**src/rtl/uart_rx_bit_counter_pkg.sv**
```systemverilog
// Shared UART definitions: receiver FSM states, character width,
// default oversampling ratio and a constant-foldable clog2.
package uart_rx_bit_counter_pkg;

  localparam int unsigned UART_DATA_BITS     = 8;
  localparam int unsigned DEFAULT_OVERSAMPLE = 16;

  typedef enum logic [2:0] {
    ST_IDLE,
    ST_START,
    ST_DATA,
    ST_STOP,
    ST_WAIT_HIGH
  } rx_state_e;

  function automatic int unsigned clog2(input int unsigned value);
    int unsigned result;
    result = 0;
    while ((64'd1 << result) < 64'(value)) begin
      result = result + 1;
    end
    return result;
  endfunction

endpackage

```
**src/rtl/uart_rx_bit_counter_sync_2ff.sv**
```systemverilog
// Two-flop synchroniser for a single asynchronous bit.
//   clk, rst : clock and synchronous active-high reset
//   d        : asynchronous input
//   q        : synchronised output, RESET_VAL while in reset
module sync_2ff #(
  parameter logic RESET_VAL = 1'b1
) (
  input  logic clk,
  input  logic rst,
  input  logic d,
  output logic q
);

  logic meta_q;
  logic sync_q;

  always_ff @(posedge clk) begin
    if (rst) begin
      meta_q <= RESET_VAL;
      sync_q <= RESET_VAL;
    end else begin
      meta_q <= d;
      sync_q <= meta_q;
    end
  end

  assign q = sync_q;

endmodule

```
**src/rtl/uart_rx_bit_counter.sv**
```systemverilog
// Oversampling 8N1 UART receiver assembling NBYTES characters per word.
//   clk, rst  : clock and synchronous active-high reset
//   rx_en     : one-clk tick at OVERSAMPLE x baud
//   RxD       : asynchronous serial line, idles high
//   rx_data   : last complete word, first character in bits [7:0]
//   rx_valid  : one-clk pulse when rx_data updates
//   rx_busy   : high from start-bit detection until completion/abort/timeout
//   frame_err : one-clk pulse on a bad stop bit
module uart_rx_bit_counter
  import uart_rx_bit_counter_pkg::*;
#(
  parameter int unsigned NBYTES       = 2,
  parameter int unsigned OVERSAMPLE   = DEFAULT_OVERSAMPLE,
  parameter int unsigned TIMEOUT_BITS = 20
) (
  input  logic                  clk,
  input  logic                  rst,
  input  logic                  rx_en,
  input  logic                  RxD,
  output logic [8*NBYTES-1:0]   rx_data,
  output logic                  rx_valid,
  output logic                  rx_busy,
  output logic                  frame_err
);

  localparam int unsigned WORD_W   = UART_DATA_BITS * NBYTES;
  localparam int unsigned TICK_W   = clog2(OVERSAMPLE);
  localparam int unsigned TO_LIMIT = TIMEOUT_BITS * OVERSAMPLE;
  localparam int unsigned TO_W     = clog2(TO_LIMIT + 1);
  localparam int unsigned IDX_W    = (NBYTES > 1) ? clog2(NBYTES) : 1;
  localparam int unsigned BIT_W    = clog2(UART_DATA_BITS);

  localparam logic [TICK_W-1:0] MID_TICK  = TICK_W'(OVERSAMPLE / 2 - 1);
  localparam logic [TICK_W-1:0] LAST_TICK = TICK_W'(OVERSAMPLE - 1);
  localparam logic [TO_W-1:0]   TO_LAST   = TO_W'(TO_LIMIT - 1);
  localparam logic [IDX_W-1:0]  LAST_IDX  = IDX_W'(NBYTES - 1);
  localparam logic [BIT_W-1:0]  LAST_BIT  = BIT_W'(UART_DATA_BITS - 1);

  logic rxd_s;

  rx_state_e           state_q, state_d;
  logic [TICK_W-1:0]   tick_q,  tick_d;
  logic [BIT_W-1:0]    bit_q,   bit_d;
  logic [IDX_W-1:0]    idx_q,   idx_d;
  logic [TO_W-1:0]     to_q,    to_d;
  logic [7:0]          shift_q, shift_d;
  logic [WORD_W-1:0]   word_q,  word_d;
  logic [WORD_W-1:0]   data_q,  data_d;
  logic                valid_q, valid_d;
  logic                busy_q,  busy_d;
  logic                ferr_q,  ferr_d;

  sync_2ff #(
    .RESET_VAL(1'b1)
  ) u_sync (
    .clk(clk),
    .rst(rst),
    .d  (RxD),
    .q  (rxd_s)
  );

  always_comb begin
    state_d = state_q;
    tick_d  = tick_q;
    bit_d   = bit_q;
    idx_d   = idx_q;
    to_d    = to_q;
    shift_d = shift_q;
    word_d  = word_q;
    data_d  = data_q;
    busy_d  = busy_q;
    valid_d = 1'b0;
    ferr_d  = 1'b0;

    if (rx_en) begin
      unique case (state_q)
        ST_IDLE: begin
          if (!rxd_s) begin
            state_d = ST_START;
            tick_d  = '0;
            busy_d  = 1'b1;
          end else if (idx_q != '0) begin
            // Inter-character timeout: drop the partial word silently.
            if (to_q == TO_LAST) begin
              idx_d  = '0;
              to_d   = '0;
              word_d = '0;
              busy_d = 1'b0;
            end else begin
              to_d = to_q + 1'b1;
            end
          end
        end

        ST_START: begin
          if (tick_q == MID_TICK) begin
            tick_d = '0;
            if (rxd_s) begin
              // Glitch: keep any partial word, stay busy only if one exists.
              state_d = ST_IDLE;
              busy_d  = (idx_q != '0);
            end else begin
              state_d = ST_DATA;
              bit_d   = '0;
            end
          end else begin
            tick_d = tick_q + 1'b1;
          end
        end

        ST_DATA: begin
          if (tick_q == LAST_TICK) begin
            tick_d  = '0;
            shift_d = {rxd_s, shift_q[7:1]};
            if (bit_q == LAST_BIT) begin
              state_d = ST_STOP;
            end else begin
              bit_d = bit_q + 1'b1;
            end
          end else begin
            tick_d = tick_q + 1'b1;
          end
        end

        ST_STOP: begin
          if (tick_q == LAST_TICK) begin
            tick_d = '0;
            if (rxd_s) begin
              word_d[int'(idx_q) * UART_DATA_BITS +: UART_DATA_BITS] = shift_q;
              state_d = ST_IDLE;
              to_d    = '0;
              if (idx_q == LAST_IDX) begin
                data_d  = word_d;
                word_d  = '0;
                valid_d = 1'b1;
                idx_d   = '0;
                busy_d  = 1'b0;
              end else begin
                idx_d = idx_q + 1'b1;
              end
            end else begin
              ferr_d  = 1'b1;
              word_d  = '0;
              idx_d   = '0;
              to_d    = '0;
              busy_d  = 1'b0;
              state_d = ST_WAIT_HIGH;
            end
          end else begin
            tick_d = tick_q + 1'b1;
          end
        end

        ST_WAIT_HIGH: begin
          // A held-low line (break) must not look like a new start bit.
          if (rxd_s) begin
            state_d = ST_IDLE;
          end
        end

        default: state_d = ST_IDLE;
      endcase
    end
  end

  always_ff @(posedge clk) begin
    if (rst) begin
      state_q <= ST_IDLE;
      tick_q  <= '0;
      bit_q   <= '0;
      idx_q   <= '0;
      to_q    <= '0;
      shift_q <= '0;
      word_q  <= '0;
      data_q  <= '0;
      valid_q <= 1'b0;
      busy_q  <= 1'b0;
      ferr_q  <= 1'b0;
    end else begin
      state_q <= state_d;
      tick_q  <= tick_d;
      bit_q   <= bit_d;
      idx_q   <= idx_d;
      to_q    <= to_d;
      shift_q <= shift_d;
      word_q  <= word_d;
      data_q  <= data_d;
      valid_q <= valid_d;
      busy_q  <= busy_d;
      ferr_q  <= ferr_d;
    end
  end

  assign rx_data   = data_q;
  assign rx_valid  = valid_q;
  assign rx_busy   = busy_q;
  assign frame_err = ferr_q;

endmodule

```
**config.mk**
```make
export PLATFORM = sky130hd
export DESIGN_NAME = uart_rx_bit_counter
export DESIGN_NICKNAME = d
export VERILOG_FILES = /design/src/rtl/uart_rx_bit_counter_pkg.sv /design/src/rtl/uart_rx_bit_counter_sync_2ff.sv /design/src/rtl/uart_rx_bit_counter.sv
export SDC_FILE = /design/constraint.sdc
export NUM_CORES = 1
export LEC_CHECK = 0
export CORE_UTILIZATION = 57
export CTS_CLUSTER_DIAMETER = 100
export DETAILED_ROUTE_END_ITERATION = 8
export PLACE_DENSITY = 0.8
export SLEW_MARGIN = 30
export SYNTH_ARGS = -nofsm -noshare
export SYNTH_HDL_FRONTEND = slang
export SYNTH_HIERARCHICAL = 1
export SYNTH_SLANG_ARGS = --single-unit
```
**constraint.sdc**
```tcl
create_clock -name clk -period 2.38 [get_ports clk]
set_clock_uncertainty 0.15 [all_clocks]
set_input_delay 0.238 -clock clk [delete_from_list [all_inputs] [get_ports clk]]
set_output_delay 0.238 -clock clk [all_outputs]
set_load 0.005 [all_outputs]
```
==> reports/results.txt <==
Gr usage total - 26.8%
Synth Area in Compound Gates - 18.5%
Hold path startpoint - rst
Vias per inst - 6.35
Syn Area/Cell - 9.33 um^2
Largest net degree at the start of global routing - 40
Maximum vdd ir drop - 440 uV
Share of layout cells above drive strength 1 - 13.2%
Remaining routing DRC violations - 0
Placer congestion estimate - 0.831
Post-Syn Area - 2700 um^2
GR Layer Usage met3 - 7.12%
Setup-failing EPs final - 0
DR iter-0 viols - 229
Synthesized Nets - 297
DIE WIDTH - 70.8 um
Mux share of post-synthesis cell area - 9.28%
Layout Utilization - 72.2%
Post-CTS setup buffers - 0
Initial Utilization - 60.7%
Initial antenna violation count - 0
Crit start category - flip-flop
GR Layer Usage met2 - 39.9%
Area share of the leading cell type in the synthesized netlist - 42.3%
Die height - 70.8 um
Area growth syn-to-layout - 18.9%
Worst r2r path cells - 6
Hold path endpoint - tick_q[0]
Worst Path Class, Setup - reg -> reg
Fill cell count - 349
EDFF count, synth - 0
CP endpoint kind - flip-flop
Grt peak-use layer - met2
Period utilization - 87.7%
Reg2Reg Setup Slack - 0.29 ns
Slew Limit Fails - 0
Top_reg_cell synth - dfxtp_1
Area post-placement - 3000 um^2
CP max stage delay - 0.39 ns
Measured slew at the worst slew-check pin - 0.558 ns
CORE AREA - 4440 um^2
First-pass GRT wire length - 10,500 um
Seq cells post-synth - 57
WL final - 6160 um
Port bufs - 22
Slew margin rel. - 62.8%
Seq/Total Area, Yosys - 42.3%
Nets@finish - 323
Asr flop ratio synth - 0%
Largest family of logic cells by synthesized area - simple AND/OR/NAND/NOR gates
Clock Latency Late Sink - 0.34 ns
Yosys cell types - 60
Vias in the first global route - 2,193
Synthesized-area fraction occupied by adder cells - 1.86%
Clock buffer depth - 2
Slowest CP cell - dfxtp_1
Root buf cell - clkbuf_8
Setup TNS - 0 ns
Design Area, Final - 3210 um^2
Diode count - 0
Worst-path fanout max - 11
Met1 Resource Use GR - 35.7%
Clock sink count - 57
Routed Antenna Nets - 0
Hold Path Depth - 2
Min Clock Period, post-route - 2.09 ns
Status - finished clean
Most common cell in the netlist - dfxtp_1
CTS resizes - 0
Vias after detailed routing - 2,357
Post-synthesis xor/xnor area fraction - 0.649%
Top area cells in the synthesized netlist - dfxtp_1, mux2i_1, nor2_1
P_leak - 1.11 nW
Clk slew on worst S/H paths - 0.07 ns
Final hold violation count - 0
CP arrival - 2.15 ns
Critical Path RT - 2.44 ns
Hold_buf cts - 0
Reg-to-reg endpoint - word_q[2]
Final HPWL DP - 3980 um
Max Freq - 479 MHz
Synth Warn # - 6
Drt pass-1 iters - 6
Reg-to-Reg Start - tick_q[0]
Die footprint - 5010 um^2
Mapped Cells - 289
Worst Hold Margin - 0.126 ns
PD cells - 620 nW/um^2
Simple-gate share of the synthesized area - 23.3%
CTS buffer count - 9
Post-synth top area cell - dfxtp_1
Most frequent cells after synthesis - dfxtp_1, nor2_1, mux2i_1
Grt total ovfl - 0
CTS tree - yes
Maxcap violations - 0
Tightest Hold Check Type - in -> reg
RSZ-0062 raised after global routing - no
Rows - 24
Wirelength per Cell - 16.6 um
Htree depth - 3
I/O pins - 23
Cells along the critical path - ha_1, nand4_4, o22a_1, buf_4, o31ai_1, a21oi_1
area by class of cell:
class                           instances  area, um^2  share of cell area [%]
Tap cell                               52        65.1                    2.03
Multi-Input combinational cell        207        1450                    45.1
Clock buffer                            9         124                    3.86
Clock inverter                          6        83.8                    2.61
Timing Repair Buffer                   36         333                    10.4
Inverter                                4        15.0                   0.468
Sequential cell                        57        1140                    35.6
cell families after synthesis:
family | after synthesis
fa+ha+maj | 4
simple gates | 106
xor+xnor | 2
flops | 57
compound gates | 70
mux | 25
buf+inv | 25
metrics by stage:
| step | setup slack [ns] | std cells | total power [W] |
|---|---|---|---|
| floorplan | 0.345 | 289 | 0.00102 |
| global placement | 0.183 | 356 | 0.00104 |
| global route | 0.109 | 371 | 0.00204 |
| detailed placement | 0.103 | 356 | 0.00104 |
| finish | 0.294 | 371 | 0.00199 |
| CTS | 0.304 | 371 | 0.00199 |
worst max-delay path by stage:
stage,start,to,slack [ns],cells after the start
global placement,rx_en,word_q[5],0.18,6
global route,bit_q[0],bit_q[1],0.11,6
CTS,to_q[0],rx_busy,0.30,5
detailed placement,rx_en,word_q[2],0.10,6
finish,tick_q[0],word_q[2],0.29,6
floorplan,to_q[0],to_q[8],0.34,6
registers in the layout, summed over array words and instances, names as in the netlist:
signal         flops
rx_data           16
to_q               9
shift_q            8
word_q             8
tick_q             4
bit_q              3
state_q            3
frame_err          1
idx_q              1
rx_busy            1
rx_valid           1
u_sync/meta_q      1
u_sync/q           1
routing by layer:
layer	share of wire [%]	wire length, um
met1	46	2820
met2	46	2840
met3	6.4	392
met4	1.8	110
met5	0	0
placed cells by master, fill, tap and decap left out, types with 2 or more instances in the layout:
master	count
o211ai_1	2
nand3b_1	3
clkbuf_8	9
dfxtp_1	57
or3_1	2
xnor2_1	2
mux2i_1	25
buf_4	13
nor3b_1	4
bufinv_16	2
or2_1	2
or4b_1	3
a32oi_1	2
and3b_1	2
nand2b_1	4
ha_1	4
nand2_1	10
a31oi_1	3
a211oi_1	3
inv_1	3
nor3_1	3
clkinv_2	3
nand4_1	11
o21ai_0	14
a21oi_1	20
nand3_1	6
nor2_1	33
o31ai_1	11
nor4_1	6
clkdlybuf4s50_1	21
nor2b_1	3
a2111oi_4	2
critical path: cells and delay by family (launching register included):
kind | cells | cell delay, ns
compound gates | 3 | 0.72
flops | 1 | 0.39
fa+ha+maj | 1 | 0.27
buf+inv | 1 | 0.21
simple gates | 1 | 0.20
report_power, final:
group,switching (W),internal (W),total (W)
combinational,0.0000385,0.0000178,0.0000564
sequential,0.00000436,0.000957,0.000961
clock,0.000393,0.000579,0.000971
total,0.000435,0.00155,0.00199
No activity file was read; power rests on OpenSTA's default activity.
